`src/rtl/cipher_pkg.sv`:
```
// Shared definitions for the XOR stream cipher: FSM states, LFSR taps per width
// and the Galois LFSR step.
package cipher_pkg;

    typedef enum logic {
        NOKEY = 1'b0,
        RUN   = 1'b1
    } state_t;

    localparam logic [31:0] TAPS_8  = 32'h0000_00B8;
    localparam logic [31:0] TAPS_16 = 32'h0000_B400;
    localparam logic [31:0] TAPS_32 = 32'h8020_0003;

    function automatic logic [31:0] taps_for(input int unsigned w);
        case (w)
            8:       return TAPS_8;
            16:      return TAPS_16;
            default: return TAPS_32;
        endcase
    endfunction

    // Galois right-shift step; callers zero-extend narrower keystreams.
    function automatic logic [31:0] lfsr_next(input logic [31:0] ks, input logic [31:0] taps);
        return (ks >> 1) ^ (ks[0] ? taps : 32'h0);
    endfunction

endpackage

```
`src/rtl/keystream_gen.sv`:
```
// Keystream register: loads on key_load (with LFSR lock-up guard) and, in
// rolling mode, steps the LFSR once per accepted beat.
module keystream_gen
    import cipher_pkg::*;
#(
    parameter int unsigned DATA_W = 8
) (
    input  logic              clk,
    input  logic              rst,
    input  logic              load,
    input  logic [DATA_W-1:0] key,
    input  logic              mode,
    input  logic              advance,
    output logic [DATA_W-1:0] ks
);

    localparam logic [DATA_W-1:0] TAPS = DATA_W'(taps_for(DATA_W));

    logic rolling;

    always_ff @(posedge clk or posedge rst) begin
        if (rst) begin
            ks      <= '0;
            rolling <= 1'b0;
        end else if (load) begin
            rolling <= mode;
            // An all-zero seed would freeze the LFSR, so substitute 1.
            ks      <= (mode && (key == '0)) ? DATA_W'(1) : key;
        end else if (advance && rolling) begin
            ks <= DATA_W'(lfsr_next(32'(ks), 32'(TAPS)));
        end
    end

endmodule

```
`src/rtl/xor_stream_cipher.sv`:
```
// XOR stream cipher with a valid/ready stream, single output register,
// static or rolling-LFSR keystream and a per-key beat counter.
module xor_stream_cipher
    import cipher_pkg::*;
#(
    parameter int unsigned DATA_W = 8
) (
    input  logic              clk,
    input  logic              rst,
    input  logic              key_load,
    input  logic [DATA_W-1:0] key,
    input  logic              mode,
    input  logic              in_valid,
    output logic              in_ready,
    input  logic [DATA_W-1:0] in_data,
    output logic              out_valid,
    input  logic              out_ready,
    output logic [DATA_W-1:0] out_data,
    output logic [15:0]       beat_cnt,
    output logic              keyed
);

    state_t            state;
    logic              accept;
    logic [DATA_W-1:0] ks;

    // Key loads take priority; a held output only blocks intake until it drains.
    assign in_ready = (state == RUN) && !key_load && (!out_valid || out_ready);
    assign accept   = in_valid && in_ready;

    keystream_gen #(
        .DATA_W (DATA_W)
    ) u_keystream_gen (
        .clk     (clk),
        .rst     (rst),
        .load    (key_load),
        .key     (key),
        .mode    (mode),
        .advance (accept),
        .ks      (ks)
    );

    always_ff @(posedge clk or posedge rst) begin
        if (rst) begin
            state     <= NOKEY;
            keyed     <= 1'b0;
            beat_cnt  <= 16'd0;
            out_valid <= 1'b0;
            out_data  <= '0;
        end else begin
            if (key_load) begin
                state    <= RUN;
                keyed    <= 1'b1;
                beat_cnt <= 16'd0;
            end else if (accept) begin
                beat_cnt <= beat_cnt + 16'd1;
            end

            // A pending beat survives key_load and drains with its old-key value.
            if (accept) begin
                out_valid <= 1'b1;
                out_data  <= in_data ^ ks;
            end else if (out_ready) begin
                out_valid <= 1'b0;
            end
        end
    end

endmodule

```
`config.mk`:
```
export PLATFORM = sky130hd
export DESIGN_NAME = xor_stream_cipher
export DESIGN_NICKNAME = d
export VERILOG_FILES = /design/src/rtl/cipher_pkg.sv /design/src/rtl/keystream_gen.sv /design/src/rtl/xor_stream_cipher.sv
export SDC_FILE = /design/constraint.sdc
export NUM_CORES = 1
export LEC_CHECK = 0
export BUFFER_PORTS_ARGS = -buffer_cell sky130_fd_sc_hd__buf_4
export CAP_MARGIN = 25
export CORE_UTILIZATION = 35
export DETAILED_ROUTE_END_ITERATION = 7
export SLEW_MARGIN = 0
export SYNTH_ARGS = -nofsm -noshare
export SYNTH_HDL_FRONTEND = slang
export SYNTH_HIERARCHICAL = 1
export SYNTH_SLANG_ARGS = --single-unit
```
`constraint.sdc`:
```
create_clock -name clk -period 2.35 [get_ports clk]
set_clock_uncertainty 0.15 [all_clocks]
set_input_delay 0.235 -clock clk [delete_from_list [all_inputs] [get_ports clk]]
set_output_delay 0.235 -clock clk [all_outputs]
set_load 0.02 [all_outputs]
```
==> metrics <==
RSZ-0062 raised after global routing no; chip width 72.2 microns; vias 1429; H-tree Lvls 2; Post-synth top cells 35 x dfrtp_1, 25 x nand2_1, 14 x o21ai_0; final-report setup violation count 0; DRT iter0 DRCs 101; Residual DRC 0; setup TNS 0 ns; Die Span Y 72.2 microns; library cells used by synthesis 34; die area 0.00521 sq mm; fin crit period 2.05 ns; syn_area_per_cell 9.85 sq um; fraction of layout cells with a size suffix above 1 28.4%; Hold Vio Cnt, Final 0; Syn-to-layout area delta 32.7%; design area 0.00229 sq mm; Inserted Diodes 0; EDFF count, synth 0; drt first pass iters 4; CTS Buf Count 5; Arr. time, crit path 2.12 ns; Total Routed Length 3690 microns; core area 0.00472 sq mm; CP required 2.42 ns; status completed; Ys Warns 6; Ports 49; vias in the first global route 1396; CTS tree yes; Seq/Total Area, Yosys 50.8%; wire length per cell 12.4 microns; most common cell in the netlist dfrtp_1; filler instances 492; first-pass GRT wire length 6390 microns; Resized Gates After CTS 0; Tcrit/Tclk final 87.3%; Final ANT Viol Nets 0; post-synth top area cell dfrtp_1; clock transition at the registers of the reported paths 0.08 ns; Multi-input gate area 798 sq um; GRT Resource Usage Total 15.8%; Crit Path Max Fanout 10; register bit total from synthesis 35; placed cell count 288; area share of the largest cell type after synthesis 50.8%; clock sink count 35; max cap viols 0; Congestion Overflow GR 0; Post-Layout Cell Count 299; clock latency on the worst-skew pair 0.30 ns; largest net degree at the start of global routing 27; Synthesized Nets 198; Fmax 0.488 GHz; root buffer cell clkbuf_8; Tot Pwr 1.39 mW; hpwl dp 2750 microns; Leakage 1.10 nW; CP endpoint kind flip-flop; initial antenna violation count 0; placed cell area 0.00217 sq mm; Min-Delay Path Class input pin to flip-flop; Slew Viols, Final 0; Post-synth ARST share 100%; final core occ 48.4%; Via-to-Cell Ratio 4.78; row count 25; Netlist Area Pre-Place 0.00172 sq mm; Hold Buf Count CTS 3; Mapped Cells 175; port buffer count 48; nets@finish 254; relative slew slack 73.5%; Starting Density 36.5%; WS Path Type flip-flop to flip-flop; Area contributors post-synth dfrtp_1 51%, mux2i_1 5.8%, nand2_1 5.4%; final worst setup slack 0.299 ns; IR drop worst, VDD 0.000345 V; pre-CTS setup slack 0.299 ns; Post-CTS Setup Inserts 0; Main synth FF type dfrtp_1; Sequential Area 876 sq um; RD Place Congestion 0.704; Max Buffers Root-to-Sink 2; Hold Slack 0.00773 ns; Pwr Density 607 mW/mm^2; Slew @ Worst Pin 0.394 ns; Startpoint Class flip-flop
[path summary, 6_finish.rpt]
path	from	to	slack, ns	depth (start not counted)
max in group asynchronous	rst	beat_cnt[0]	1.36	4
min in group asynchronous	rst	out_data[1]	0.20	3
min reg2reg	out_data[2]	out_data[2]	0.33	2
max reg2reg	out_valid	beat_cnt[12]	0.30	4
min	key[5]	u_keystream_gen/ks[5]	0.008	3
max	out_valid	beat_cnt[12]	0.30	4
[final cells by class]
type	count	area share (%)
multi-input combinational	128	34.9
clock inverter	2	0.547
tap	67	3.67
sequential	35	38.3
timing repair buffer	55	18.4
inverter	6	0.985
clock buffer	6	3.17
[registers in the layout, indices dropped and copies added, names as in the netlist]
signal and cells:
u_keystream_gen/ks 8, out_valid 1, out_data 8, u_keystream_gen/rolling 1, state 1, beat_cnt 16
[where the power goes]
group          total [mW]  switching (mW)  internal (mW)
logic               0.263           0.137          0.126
registers           0.692          0.0396          0.653
clock network       0.432           0.225          0.207
[cells in the final DEF, fill, tap and decap left out, types with 5 or more instances in the layout]
cell type,netlist,layout
buf_4,0,52
dfrtp_1,35,35
nand2_1,25,25
o21ai_0,14,14
xnor2_1,10,10
mux2i_1,10,10
a21oi_1,8,8
nor2_1,7,7
nand3_1,6,6
inv_1,6,6
xor2_1,5,5
clkbuf_8,0,5
[critical path, stage by stage, from the launching register on]
cell	delay, ns
dfrtp_1	0.39
nor2b_1	0.18
or4_1	0.67
or4_1	0.44
a21oi_1	0.16
[metal layers]
layer  track usage, %  vias up  part of all wire, %
met5                0        -                    0
met4             5.45        0                  1.4
met3             4.86        7                  4.5
met2             24.8       35                   48
met1             20.6      664                   46
li1                 -      723                    -
[cell families after synthesis]
| kind of cell | Yosys count | synth area share [%] |
|---|---|---|
| AND/OR/NAND/NOR | 66 | 19.5 |
| adder cells (fa/ha/maj) | 1 | 0.726 |
| XOR/XNOR | 15 | 7.62 |
| flip-flops | 35 | 50.8 |
| buffers and inverters | 12 | 2.83 |
| multiplexers | 12 | 7.12 |
| AO/OA/AOI/OAI | 34 | 11.4 |
(Power assumes the default switching activity.)
